`src/rtl/scroll_addr_gen.sv`:
```
// Scrolling address generator for display memories: a prescaled step clock
// moves an address through 0..DEPTH-1 in wrap, bounce or one-shot fashion.
module scroll_addr_gen #(
  parameter int ADDR_W = 4,
  parameter int DEPTH  = 16,
  parameter int TICK_W = 24
) (
  input  logic              clk,
  input  logic              reset,
  input  logic              enable,
  input  logic [TICK_W-1:0] step_period,
  input  logic              dir,
  input  logic [1:0]        mode,
  input  logic              load,
  input  logic [ADDR_W-1:0] load_addr,
  output logic [ADDR_W-1:0] address,
  output logic              tick,
  output logic              wrapped,
  output logic              done
);

  typedef enum logic [1:0] {
    ST_IDLE = 2'd0,
    ST_RUN  = 2'd1,
    ST_DONE = 2'd2
  } state_t;

  localparam logic [1:0] MODE_BOUNCE  = 2'b01;
  localparam logic [1:0] MODE_ONESHOT = 2'b10;

  localparam logic [ADDR_W-1:0] ADDR_ZERO = '0;
  localparam logic [ADDR_W-1:0] ADDR_ONE  = ADDR_W'(1);
  localparam logic [ADDR_W-1:0] ADDR_LAST = ADDR_W'(DEPTH - 1);
  localparam logic [ADDR_W:0]   DEPTH_EXT = (ADDR_W + 1)'(DEPTH);
  localparam logic [TICK_W-1:0] COUNT_ONE = TICK_W'(1);

  state_t              state_q, state_d;
  logic [TICK_W-1:0]   count_q, count_d;
  logic [ADDR_W-1:0]   addr_q, addr_d;
  logic                cur_dir_q, cur_dir_d;

  logic                step_dir;
  logic                at_end;
  logic                run_step;
  logic                oneshot_end;
  logic [ADDR_W-1:0]   addr_inc;
  logic [ADDR_W-1:0]   addr_dec;
  logic [ADDR_W-1:0]   load_clamped;

  // Bounce keeps its own heading; the other modes steer straight from dir.
  assign step_dir     = (mode == MODE_BOUNCE) ? cur_dir_q : dir;
  assign at_end       = step_dir ? (addr_q == ADDR_ZERO) : (addr_q == ADDR_LAST);
  assign run_step     = (state_q == ST_RUN) && enable && !load && (count_q == step_period);
  assign oneshot_end  = run_step && (mode == MODE_ONESHOT) && at_end;
  assign addr_inc     = addr_q + ADDR_ONE;
  assign addr_dec     = addr_q - ADDR_ONE;
  assign load_clamped = ({1'b0, load_addr} >= DEPTH_EXT) ? ADDR_LAST : load_addr;

  // NOTE: sequential state uses non-blocking assignments so every flop samples
  // pre-edge values regardless of process ordering.
  always_ff @(posedge clk or posedge reset) begin
    if (reset) begin
      state_q   <= ST_IDLE;
      count_q   <= '0;
      addr_q    <= '0;
      cur_dir_q <= 1'b0;
    end else begin
      state_q   <= state_d;
      count_q   <= count_d;
      addr_q    <= addr_d;
      cur_dir_q <= cur_dir_d;
    end
  end

  // NOTE: each combinational process assigns defaults first so no path leaves
  // a variable unassigned and infers a latch.
  always_comb begin
    state_d = state_q;
    if (load) begin
      state_d = enable ? ST_RUN : ST_IDLE;
    end else begin
      case (state_q)
        ST_IDLE: if (enable) state_d = ST_RUN;
        ST_RUN: begin
          if (!enable)          state_d = ST_IDLE;
          else if (oneshot_end) state_d = ST_DONE;
        end
        ST_DONE: state_d = ST_DONE;
        default: state_d = ST_IDLE;
      endcase
    end
  end

  always_comb begin
    tick    = run_step;
    wrapped = run_step && at_end && (mode != MODE_ONESHOT);
    done    = (state_q == ST_DONE);
  end

  always_comb begin
    count_d   = count_q + COUNT_ONE;
    addr_d    = addr_q;
    cur_dir_d = cur_dir_q;

    // Equality compare only: a count already past a newly lowered period
    // rolls over through the full counter range without ticking.
    if (load || (state_q != ST_RUN) || !enable || (count_q == step_period)) begin
      count_d = '0;
    end

    if (load) begin
      addr_d    = load_clamped;
      cur_dir_d = dir;
    end else begin
      if ((mode != MODE_BOUNCE) || ((state_q == ST_IDLE) && enable)) begin
        cur_dir_d = dir;
      end
      if (run_step) begin
        case (mode)
          MODE_BOUNCE: begin
            if (at_end) begin
              addr_d    = step_dir ? ADDR_ONE : (ADDR_LAST - ADDR_ONE);
              cur_dir_d = ~cur_dir_q;
            end else begin
              addr_d = step_dir ? addr_dec : addr_inc;
            end
          end
          MODE_ONESHOT: begin
            if (!at_end) addr_d = step_dir ? addr_dec : addr_inc;
          end
          default: begin
            if (at_end) addr_d = step_dir ? ADDR_LAST : ADDR_ZERO;
            else        addr_d = step_dir ? addr_dec : addr_inc;
          end
        endcase
      end
    end
  end

  assign address = addr_q;

endmodule

```
`config.mk`:
```
export PLATFORM = sky130hd
export DESIGN_NAME = scroll_addr_gen
export DESIGN_NICKNAME = d
export VERILOG_FILES = /design/src/rtl/scroll_addr_gen.sv
export SDC_FILE = /design/constraint.sdc
export NUM_CORES = 1
export LEC_CHECK = 0
export ABC_AREA = 1
export BUFFER_PORTS_ARGS = -buffer_cell sky130_fd_sc_hd__buf_4
export CAP_MARGIN = 10
export CORE_MARGIN = 10
export CORE_UTILIZATION = 50
export CTS_CLUSTER_DIAMETER = 60
export CTS_CLUSTER_SIZE = 10
export DETAILED_ROUTE_END_ITERATION = 7
export HOLD_SLACK_MARGIN = 0.02
export PLACE_DENSITY_LB_ADDON = 0.25
export SYNTH_ARGS = -nofsm -noshare
export SYNTH_HDL_FRONTEND = slang
export SYNTH_SLANG_ARGS = --single-unit
export TNS_END_PERCENT = 10
```
`constraint.sdc`:
```
create_clock -name clk -period 2.1 [get_ports clk]
set_input_delay 0.21 -clock clk [delete_from_list [all_inputs] [get_ports clk]]
set_output_delay 0.21 -clock clk [all_outputs]
set_load 0.02 [all_outputs]
```
# == Word level (Yosys, flattened, before mapping) ==
# Index checks and enable logic that the tools add are counted.
# classes
add_sub_neg,3
n_eq_ne,12
mux,23
bitwise_logic,1
reduce_logical,19
# op_table
op,count
4-bit 2-to-1 mux,8
"24-bit by 1-bit adder with 24-bit output, second input constant",1
24-bit equality test,1
24-bit 2-to-1 mux,1
1-bit logical AND,8
1-bit 2-to-1 mux,8
2-bit 2-to-1 mux,4
4-bit case mux with 2 select lines,1
"3-bit inequality test, second input constant",2
2-bit case mux with 3 select lines,1
"4-bit by 1-bit adder with 4-bit output, second input constant",1
"2-bit by 1-bit equality test with 1-bit output, second input constant",2
"2-bit equality test, second input constant",2
"4-bit equality test, second input constant",1
4-bit logical NOT,1
1-bit logical OR,4
"2-bit by 1-bit inequality test with 1-bit output, second input constant",2
"4-bit inequality test, second input constant",1
2-bit AND reduction,2
"4-bit by 1-bit subtractor with 4-bit output, second input constant",1
1-bit logical NOT,2
2-bit logical NOT,1
"2-bit inequality test, second input constant",1
2-bit nonzero test,1
1-bit NOT,1
# word_totals
regBits,31
inputBits,35
output_inout_bits,7
wordCells,62

# == Depth between registers and ports, before layout ==
# logic_depth
ltp_word,10
mapped_depth,18
mapped_depth_nobuf,17

# == Least setup slack after synthesis ==
# Ideal clock, no wire load.
# synth_timing
kind,register to output
startpoint,register count_q[5]
endpoint,output port wrapped
arrival_ns,1.546
required_ns,1.890
path_slack_ns,0.344
stages_incl_launch_ff,12
path_buffers,0
path_cell_list,dfrtp_1 -> inv_2 -> nand2_1 -> nand2_1 -> nand3_1 -> nor2_1 -> nand2_1 -> nor2_1 -> nand3_1 -> inv_1 -> nand2_1 -> nor2_1
# synth_via
elab_chain_cells,4
# synth_rtl
element,line_no,text
from (decl),38,"logic [TICK_W-1:0] count_q, count_d;"
from (signal assigned),69,count_q <= count_d;
24-bit equality test,53,assign run_step = (state_q == ST_RUN) && enable && !load && (count_q == step_period);
1-bit logical AND,53,
via tick,17,"output logic tick,"
1-bit logical AND (2 in a row),96,wrapped = run_step && at_end && (mode != MODE_ONESHOT);
to (decl),18,"output logic wrapped,"
# The timed path passes the listed nets, and every way through them passes these cells.

# == Worst setup path in the final report ==
# layout_timing
startpoint,register count_q[5]
endpoint,output port wrapped
# layout_via
elab_chain_cells,4
# layout_rtl
element,line_no
24-bit equality test,53
1-bit logical AND,53
1-bit logical AND (2 in a row),96
# Every way passes these cells.

==> reports/metrics.yaml <==
setup_path:
  crit_path_end_kind: "output pin"
  path_cells: "inv_4, nand2_1, nand2_1, nand3_1, nor2_1, nand2_2, nor2_4, nand3_2, inv_2, nand2_1, nor2_1, buf_4"
  cp.arrival_ns: 1.79
  worstPathRequired_ns: 1.89
  critPathMaxFanout: 7
  crit_top_cell: "nand2_1"
  start_kind: "flop"
  slowest_stage: "dfrtp_2"
  path_class: "flop to output pin"
  cp_slowest_stage_delay_ns: 0.47
grt:
  grt_usage_pct: 16.2
  gr-usage-met1_pct: 18.9
  grt_pass1_vias: 2616
  grt_pass1_wl_um: 11600
  grtUsageMet3_pct: 3.87
  met2_usage_pct: 27.7
  grt_max_degree: 32
  busiest_layer: "met2"
  antenna_found_initial: 0
  grt_overflow: 0
logic_synthesis:
  ys_types: 33
  syn_nets: 468
  syn-mean-instance-area_um2: 6.20
  netlist_instances: 427
  ys_seq_elements: 31
  seq_area_frac_synth_pct: 29.3
  ys_warn_count: 0
  synth_area_um2: 2650
timing:
  max_clock_freq_ghz: 0.500
  tightest_slew_ns: 0.406
  final.setup.worst_slack_ns: 0.102
  maxSlewHeadroom_pct: 72.9
  final-hold-violation-count: 0
  period_minus_slack_ns: 2.00
  post-route-period-util_pct: 95.2
  slew_viol_final: 0
  setup_viol: 0
  holdWs_ns: 0.0138
  fin_skew_ns: 0.00340
clock_tree:
  cts_tree: "built"
  clk_latency_ns: 0.28
  cts_made_buffers: 5
  cts.clk_slew.worst_paths_ns: 0.07
  root_buffer: "clkbuf_8"
  clock_path_buffers: 2
  cts_num_sinks: 31
  holdBufCountCts: 0
  h-tree-depth: 2
floorplan:
  core_area_um2: 5110
  num_io_pins: 42
  fp.dieW_um: 92.8
  initial_core_util_pct: 51.8
  row_count: 26
  die_h_um: 92.8
  dieArea_um2: 8610
detailed_routing:
  wl_per_cell_um: 12.5
  via_count: 2677
  vias_per_cell: 4.86
  drc_errors: 0
  firstDrtPassIters: 4
  drtAntennaViolNets: 0
  postRouteWirelength_um: 6880
  drt-initial-drc-count: 125
pwr:
  p_sw_w: 0.000470
  p_comb_share_pct: 24.1
  p_seq_share_pct: 41.8
  swShare_pct: 30.4
  p_leak_nw: 1.67
  p_int_w: 0.00107
  power.density_nw_per_um2: 480
  ir_worst_vdd_v: 0.000370
  p_clk_share_pct: 34.1
placement:
  gp_congestion: 0.879
  placed_cells: 536
  place_ws_ns: 0.0339
  hpwl_um: 5430
  port_buffers: 41
flow_run:
  cap_violations: 0
layout:
  nFillCells: 479
  layout_common_cells: "154 x nand2_1, 65 x inv_1, 50 x buf_4"
  final_common_cell: "nand2_1"
  final_layout_size_suffix_gt1_share_pct: 20.2
  multi_input_area_um2: 1580
  regArea_um2: 783
  fin_cells: 551
  nNetsFinal: 521
  area_growth_pct: 21.7
  diodes: 0
status:
  status: "finished, final reports clean"
worst_hold_path:
  min_path_type: "input pin to async pin"
-- worst paths after layout --
path,from,to,slack (ns),cells after the start
min in group clk,dir,cur_dir_q$_DFF_PP0_,0.17,3
max,count_q[5]$_DFF_PP0_,wrapped,0.10,12
min reg2reg,count_q[0]$_DFF_PP0_,count_q[0]$_DFF_PP0_,0.50,1
min,reset,address[2]$_DFFE_PP0P_,0.01,3
max reg2reg,count_q[0]$_DFF_PP0_,count_q[16]$_DFF_PP0_,0.29,10
max in group asynchronous,reset,count_q[4]$_DFF_PP0_,1.77,3
-- cell families (layout without fill, tap and decap cells) --
family / Yosys count / after routing / synth area share (%)
buf+inv: 79 / 133 / 12.0
compound gates: 19 / 19 / 3.92
xor+xnor: 18 / 18 / 5.95
fa+ha+maj: 6 / 6 / 3.12
flops: 31 / 31 / 29.3
simple gates: 274 / 274 / 45.7
-- synthesized netlist by cell type --
master    instances  area, µm²
buf_6             2       22.5
nor2_4            3       33.8
nor2_2            5       31.3
clkbuf_2          1       5.00
o21ai_1           1       5.00
nor4_4            1       21.3
buf_1             1       3.75
nand2_4           1       11.3
inv_1            67        251
a31oi_1           2       12.5
nand2_1         155        582
ha_1              5       62.6
nor4_1            2       12.5
nand3_2           2       20.0
nor2_1           50        188
fa_1              1       20.0
nand3_1          27        135
nor3b_2           1       12.5
nand4_1           5       31.3
xnor2_1           9       78.8
nand3b_1          1       7.51
xor2_1            9       78.8
nor3b_1           4       30.0
nand2_2           4       25.0
a21oi_1           8       40.0
inv_2             7       26.3
nor3_2            1       10.0
a21oi_2           1       8.76
o21bai_1          1       7.51
buf_4             1       7.51
nor3_1           12       60.1
dfrtp_1          31        776
o21ai_0           6       30.0
-- worst max-delay path: cells and delay by family (launching register included) --
family / cells / cell delay, ns
AND/OR/NAND/NOR: 9 / 0.74
flip-flops: 1 / 0.47
buffers and inverters: 3 / 0.30
-- power by group through the flow --
stage                     Clock (W)  Combinational, W  Sequential [W]
after global placement            0          0.000361        0.000656
after global routing       0.000562          0.000430        0.000650
final                      0.000527          0.000372        0.000646
after detailed placement          0          0.000372        0.000657
after floorplan                   0          0.000225        0.000664
after CTS                  0.000538          0.000374        0.000646
-- repair_timing --
| item | in CTS | in global routing |
|---|---|---|
| gates cloned | 0 | 0 |
| resized for setup | 2 | 13 |
| endpoints found under the setup margin | 1 | 1 |
| setup buffers | 0 | 7 |
| pin swaps | 0 | 2 |
-- per-layer routing --
metal,routed length [µm],share of wire (%),vias up
met5,0,0,-
met4,148,2.2,0
met3,331,4.8,14
met2,3380,49,63
met1,3030,44,1191
li1,-,-,1409
-- state kept, by name, summed over array words and instances (netlist names) --
register,cells
address,4
count_q,24
cur_dir_q,1
state_q,2
-- area by class of cell --
class | instances | share of cell area, %
Clock buffer | 8 | 3.11
Tap cell | 70 | 2.72
Multi-Input combinational cell | 317 | 48.9
Timing Repair Buffer | 51 | 12.3
Inverter | 74 | 8.70
Sequential cell | 31 | 24.3
-- metrics by stage --
stage	util (%)	power, W	setup TNS [ns]	instance area, µm²
after detailed placement	59.5	0.00103	0	3040
after CTS	61.5	0.00156	0	3140
after floorplan	-	0.000889	0	2650
final	63.1	0.00154	0	3220
after global placement	59.5	0.00102	0	3040
after global routing	63.1	0.00164	-0.0370	3220
Power figures use the tool's default switching activity.
